$ cat config.mk
export PLATFORM = sky130hd
export DESIGN_NAME = pat_frame_tx
export DESIGN_NICKNAME = d
export VERILOG_FILES = /design/src/rtl/pat_pkg.sv /design/src/rtl/pat_shift_reg.sv /design/src/rtl/pat_frame_tx.sv
export SDC_FILE = /design/constraint.sdc
export NUM_CORES = 1
export LEC_CHECK = 0
export CAP_MARGIN = 20
export CORE_AREA = 10 10 55 57
export DETAILED_ROUTE_END_ITERATION = 6
export DIE_AREA = 0 0 65 67
export PLACE_DENSITY = 0.73
export SYNTH_ARGS = -nofsm -noshare
export SYNTH_HDL_FRONTEND = slang
export SYNTH_HIERARCHICAL = 1
export SYNTH_SLANG_ARGS = --single-unit
$ cat constraint.sdc
create_clock -name clk -period 5.9 [get_ports clk]
set_clock_uncertainty 0.05 [all_clocks]
set_input_delay 1.18 -clock clk [delete_from_list [all_inputs] [get_ports clk]]
set_output_delay 1.18 -clock clk [all_outputs]
set_load 0.05 [all_outputs]
$ cat src/rtl/pat_pkg.sv
// Shared constants and state encoding for the sync-pattern serial link.
package pat_pkg;

  localparam int SYNC_W_DEF = 8;
  localparam logic [SYNC_W_DEF-1:0] SYNC_DEF = 8'b00110111;

  typedef enum logic [1:0] {
    ST_IDLE,
    ST_SYNC,
    ST_PAYLOAD,
    ST_GAP
  } state_t;

  function automatic int max3(input int a, input int b, input int c);
    int m;
    m = (a > b) ? a : b;
    return (m > c) ? m : c;
  endfunction

endpackage

$ cat src/rtl/pat_shift_reg.sv
// Loadable left shift register; exposes the current MSB and the bit that becomes MSB after a shift.
module pat_shift_reg #(
  parameter int DATA_W = 8
) (
  input  logic              clk,
  input  logic              reset,
  input  logic              load,
  input  logic              shift,
  input  logic [DATA_W-1:0] d,
  output logic              msb,
  output logic              next_msb
);

  logic [DATA_W-1:0] q;

  always_ff @(posedge clk or posedge reset) begin
    if (reset) begin
      q <= '0;
    end else if (load) begin
      q <= d;
    end else if (shift) begin
      q <= q << 1;
    end
  end

  assign msb = q[DATA_W-1];

  generate
    if (DATA_W > 1) begin : g_wide
      assign next_msb = q[DATA_W-2];
    end else begin : g_single
      assign next_msb = 1'b0;
    end
  endgenerate

endmodule

$ cat src/rtl/pat_frame_tx.sv
// Serial frame transmitter: sync pattern, payload MSB first, then a forced idle gap.
module pat_frame_tx
  import pat_pkg::*;
#(
  parameter int                DATA_W   = 8,
  parameter int                SYNC_W   = SYNC_W_DEF,
  parameter logic [SYNC_W-1:0] SYNC     = SYNC_DEF,
  parameter int                GAP_LEN  = 2,
  parameter logic              IDLE_BIT = 1'b1
) (
  input  logic              clk,
  input  logic              reset,
  input  logic              in_valid,
  input  logic [DATA_W-1:0] in_data,
  output logic              in_ready,
  output logic              data,
  output logic              busy,
  output logic              done
);

  localparam int CNT_MAX = max3(SYNC_W, DATA_W, GAP_LEN);
  localparam int CNT_W   = (CNT_MAX > 1) ? $clog2(CNT_MAX) : 1;

  localparam logic [CNT_W-1:0] SYNC_LAST = CNT_W'(SYNC_W - 1);
  localparam logic [CNT_W-1:0] DATA_LAST = CNT_W'(DATA_W - 1);
  localparam logic [CNT_W-1:0] GAP_LAST  = CNT_W'(GAP_LEN - 1);
  localparam logic [CNT_W-1:0] CNT_ONE   = CNT_W'(1);

  state_t           state, state_nxt;
  logic [CNT_W-1:0] cnt, cnt_nxt;
  logic             data_nxt, done_nxt;
  logic             load, shift;
  logic             sr_msb, sr_next_msb;

  function automatic logic sync_bit(input logic [CNT_W-1:0] c);
    logic b;
    b = 1'b0;
    for (int i = 0; i < SYNC_W; i++) begin
      if (CNT_W'(i) == c) b = SYNC[SYNC_W-1-i];
    end
    return b;
  endfunction

  pat_shift_reg #(
    .DATA_W(DATA_W)
  ) u_shift (
    .clk     (clk),
    .reset   (reset),
    .load    (load),
    .shift   (shift),
    .d       (in_data),
    .msb     (sr_msb),
    .next_msb(sr_next_msb)
  );

  assign in_ready = (state == ST_IDLE);
  assign busy     = (state != ST_IDLE);

  always_comb begin
    state_nxt = state;
    cnt_nxt   = cnt;
    load      = 1'b0;
    shift     = 1'b0;
    case (state)
      ST_IDLE: begin
        if (in_valid) begin
          state_nxt = ST_SYNC;
          cnt_nxt   = '0;
          load      = 1'b1;
        end
      end
      ST_SYNC: begin
        if (cnt == SYNC_LAST) begin
          state_nxt = ST_PAYLOAD;
          cnt_nxt   = '0;
        end else begin
          cnt_nxt = cnt + CNT_ONE;
        end
      end
      ST_PAYLOAD: begin
        shift = 1'b1;
        if (cnt == DATA_LAST) begin
          state_nxt = ST_GAP;
          cnt_nxt   = '0;
        end else begin
          cnt_nxt = cnt + CNT_ONE;
        end
      end
      ST_GAP: begin
        if (cnt == GAP_LAST) begin
          state_nxt = ST_IDLE;
          cnt_nxt   = '0;
        end else begin
          cnt_nxt = cnt + CNT_ONE;
        end
      end
      default: begin
        state_nxt = ST_IDLE;
        cnt_nxt   = '0;
      end
    endcase

    // data and done are registered, so they are derived from the state being entered
    data_nxt = IDLE_BIT;
    done_nxt = 1'b0;
    case (state_nxt)
      ST_SYNC: data_nxt = sync_bit(cnt_nxt);
      ST_PAYLOAD: begin
        data_nxt = (state == ST_PAYLOAD) ? sr_next_msb : sr_msb;
        done_nxt = (cnt_nxt == DATA_LAST);
      end
      default: ;
    endcase
  end

  always_ff @(posedge clk or posedge reset) begin
    if (reset) begin
      state <= ST_IDLE;
      cnt   <= '0;
      data  <= IDLE_BIT;
      done  <= 1'b0;
    end else begin
      state <= state_nxt;
      cnt   <= cnt_nxt;
      data  <= data_nxt;
      done  <= done_nxt;
    end
  end

endmodule
-- Yosys cells after proc, flatten, opt, wreduce, memory -nomap -nowiden
Index checks and enable logic that the tools add are counted.
- register bits: 15
- output and inout port bits: 4
- input bits: 11
- word-level logic and storage cells: 47
- eq/ne operators: 14
- add/subtract/negate cells: 1
- reduce and logical (&&, ||, !) cells: 4
- muxes and demuxes: 23
- operator list (kind ; number):
    $mux 8 ; 2
    $eq 3x3->1 const A ; 4
    $mux 1 ; 11
    $mux 3 ; 3
    $pmux 3 s3 ; 1
    $mux 2 ; 4
    $pmux 2 s4 ; 1
    $eq 2x2->1 const B ; 3
    $eq 2x3->1 const A ; 2
    $eq 3x3->1 const B ; 2
    $eq 2x1->1 const B ; 2
    $reduce_bool 2->1 ; 2
    $add 3x1->3 const B ; 1
    $eq 3x1->1 const B ; 1
    $logic_not 2->1 ; 1
    $pmux 1 s2 ; 1
    $reduce_or 2->1 ; 1

-- Logic depth before layout (Yosys ltp)
- depth in word-level cells: 11
- mapped depth: 9
- mapped depth without buffers: 9

-- Hierarchy
Netlist, hierarchy kept.
- modules (own cells, without submodules) (module ; area each (sq um) ; cells an instance ; instances ; seq. area each (sq um)):
    pat_frame_tx ; 574.3 ; 58 ; 1 ; 176.4
    pat_shift_reg ; 372.9 ; 35 ; 1 ; 200.2

-- Worst setup path after synthesis
OpenSTA, ideal clock, no wires.
- kind: reg2out
- start: register state[0]
- end: output port busy
- required time: 4670 ps
- cell stages (with the launch flop): 4
- arrival time: 1415 ps
- path buffers: 0
- setup slack: 3255 ps
- path through: dfrtp_1 inv_1 ha_1 inv_1
- longest elaborated chain between the ends: 1
- ends and longest elaborated chain (what ; RTL line ; source):
    from (decl) ; pat_frame_tx.sv:29 ; state_t state, state_nxt;
    from (signal assigned) ; pat_frame_tx.sv:123 ; state <= state_nxt;
    $reduce_bool 2->1 ; pat_frame_tx.sv:57 ; assign busy = (state != ST_IDLE);
    to (decl) ; pat_frame_tx.sv:17 ; output logic busy,
Every way passes these cells.

-- Worst setup path in the final report
- start: register state[0]
- end: output port in_ready
- longest elaborated chain between the ends: 1
- ends and longest elaborated chain (what ; RTL line ; source):
    $logic_not 2->1 ; pat_frame_tx.sv:56 ; assign in_ready = (state == ST_IDLE);
    to (decl) ; pat_frame_tx.sv:15 ; output logic in_ready,
Every way passes these cells.

==> impl_metrics.toml <==
[global_route]
antenna_found_initial = 0
grt_usage_pct = 9.082
grt_max_degree = 17
first_global_vias = 721
overflow = 0
grt_pass1_wl_um = 3222

[detailed_routing]
wl_um = 1782
vias = 730
ant_nets = 0
first_pass_iters = 4
vias_per_cell = 5.407
drtIter0Drc = 19
drc = 0
wl_per_cell_um = 13.20

[critical_path]
worstPathArrival_ns = 2.18
crit_path_max_fanout = 14
path_class = "register to output port"
cp_data_required_time_ns = 4.67
worst_setup_path_end_kind = "output port"
start_kind = "register"

[cells_and_area]
final_nets = 130
drive_above_1_share_pct = 5.556
area_growth_pct = 18.36
final_cell_mix = "dfrtp_1, clkdlybuf4s50_1, nand2_1, ha_1, mux2i_1"
diodes = 0

[place]
dp_slack_ns = 2.818
gp_congestion = 0.8425
place_hpwl_um = 1445
numPortBuffers = 14

[yosys]
netlist_instances = 93
synth_nets = 114
synth_area_um2 = 947.2
synth_cell_types = 31
yosys_warnings = 6
avgSynthCellArea_um2 = 10.18
seq_area_frac_synth_pct = 39.76
ys_ff_latch = 15

[clock_tree]
clockBufferDepth = 2
cts.sinks = 15
ctsResizeCount = 0
numCtsBuffers = 3
insertion_delay_ns = 0.28
cts_hold_buf = 0
cts_tree = "yes"
cts_setup_buffers = 0
h-tree-depth = 1
cts-root-buf = "clkbuf_4"
clk_pin_slew_worst_paths_ns = 0.08

[sta]
tightestPinTransition_ns = 0.5259
maxSlewHeadroom_pct = 64.94
hold_viol = 0
rsz0062_at_grt = "false"
setup-violations-final = 0
fin_tns_setup_ns = 0
fmax_mhz = 293.5
slew_violations = 0
period_share_pct = 57.75
finalCriticalPeriod_ns = 3.408
setup_slack_ns = 2.492

[worst_hold_path]
hold_path.class = "register to register"

[floorplanning]
fp.dieW_um = 65
die_h_um = 67
num_rows = 16
ios = 15
start_util_pct = 48.78
dieArea_um2 = 4355
core_um2 = 1942

[power]
power_density_nw_per_um2 = 420.7
p_leak_nw = 0.4988
peakVddDrop_v = 0.0002540

[flow_run]
cap_violations = 0

[outcome]
status = "finished clean"
-- Yosys cell counts, drive strengths merged --
library cell,number,area share (%)
inv,7,2.8
a21o,1,0.79
nand3b,1,0.79
buf,2,2.4
nor3b,1,0.79
and2,2,1.3
nand2,10,4.0
clkbuf,1,0.40
or2b,1,0.79
dfrtp,14,37
mux2i,8,8.5
o22ai,2,1.3
and3b,1,0.92
dfstp,1,2.8
mux2,2,2.4
a221oi,2,2.5
nand2b,3,2.0
a2bb2oi,2,1.8
nor2,3,1.2
o31ai,1,0.79
o2111a,1,1.2
nor2b,2,1.3
o22a,1,0.92
o211ai,1,0.79
o21ai,11,5.8
a21oi,1,0.53
ha,10,13
a311o,1,1.1
-- worst max-delay path, cell delays in order, from the launching register on --
cell and delay (ns):
dfrtp_1 0.43, inv_1 0.13, ha_1 0.44, clkdlybuf4s50_1 0.89
-- per-layer routing --
metal	track usage [%]	vias up	share of wire [%]
met2	14.16	15	47
met4	3.209	0	1.2
met3	3.846	5	6.1
met5	0	-	0
met1	10.91	352	46
li1	-	358	-
-- worst paths after layout --
kind / slack [ns] / startpoint / endpoint / depth (start not counted)
setup / recovery: 2.49 / state[0] / in_ready / 3
hold / removal: 0.50 / u_shift/q[3] / u_shift/q[3] / 2
setup reg to reg: 3.59 / cnt[0] / data / 8
hold reg to reg: 0.50 / u_shift/q[3] / u_shift/q[3] / 2
max in group asynchronous: 4.42 / reset / data / 2
min in group asynchronous: 1.11 / reset / done / 2
-- power by group --
part,total (W),internal (W),switching [W]
combinational,0.000242,0.000102,0.000140
sequential,0.000173,0.000145,0.0000283
clock,0.0000569,0.0000263,0.0000306
total,0.000472,0.000273,0.000198
-- kinds of logic after synthesis --
group / Yosys count / share of synthesized area (%)
AO/OA/AOI/OAI: 24 / 17.57
adder cells (fa/ha/maj): 10 / 13.21
buffers and inverters: 10 / 5.548
flip-flops: 15 / 39.76
multiplexers: 10 / 10.83
AND/OR/NAND/NOR: 24 / 13.08
-- flip-flops by register name, indices dropped and copies added (netlist names) --
signal / cells
cnt: 3
data: 1
done: 1
state: 2
u_shift/q: 8
-- layout make-up --
type	instances	area (um^2)
tap	27	33.78
inverter	7	26.28
clock buffer	4	26.28
timing repair buffer	14	140.1
fill	185	820.8
multi-input combinational	68	518.0
sequential	15	376.6
-- stage by stage --
step | power, W | instance area, um^2 | util [%] | instances | hold WS [ns]
after floorplan | 0.0003590 | 947.2 | - | 93 | 0.4613
after global placement | 0.0004092 | 1095 | 56.38 | 131 | 0.4792
after CTS | 0.0004745 | 1121 | 57.73 | 135 | 0.5137
final | 0.0004717 | 1121 | 57.73 | 135 | 0.5039
after detailed placement | 0.0004169 | 1095 | 56.38 | 131 | 0.4951
after global routing | 0.0005136 | 1121 | 57.73 | 135 | 0.5489
No activity file was read; power rests on OpenSTA's default activity.
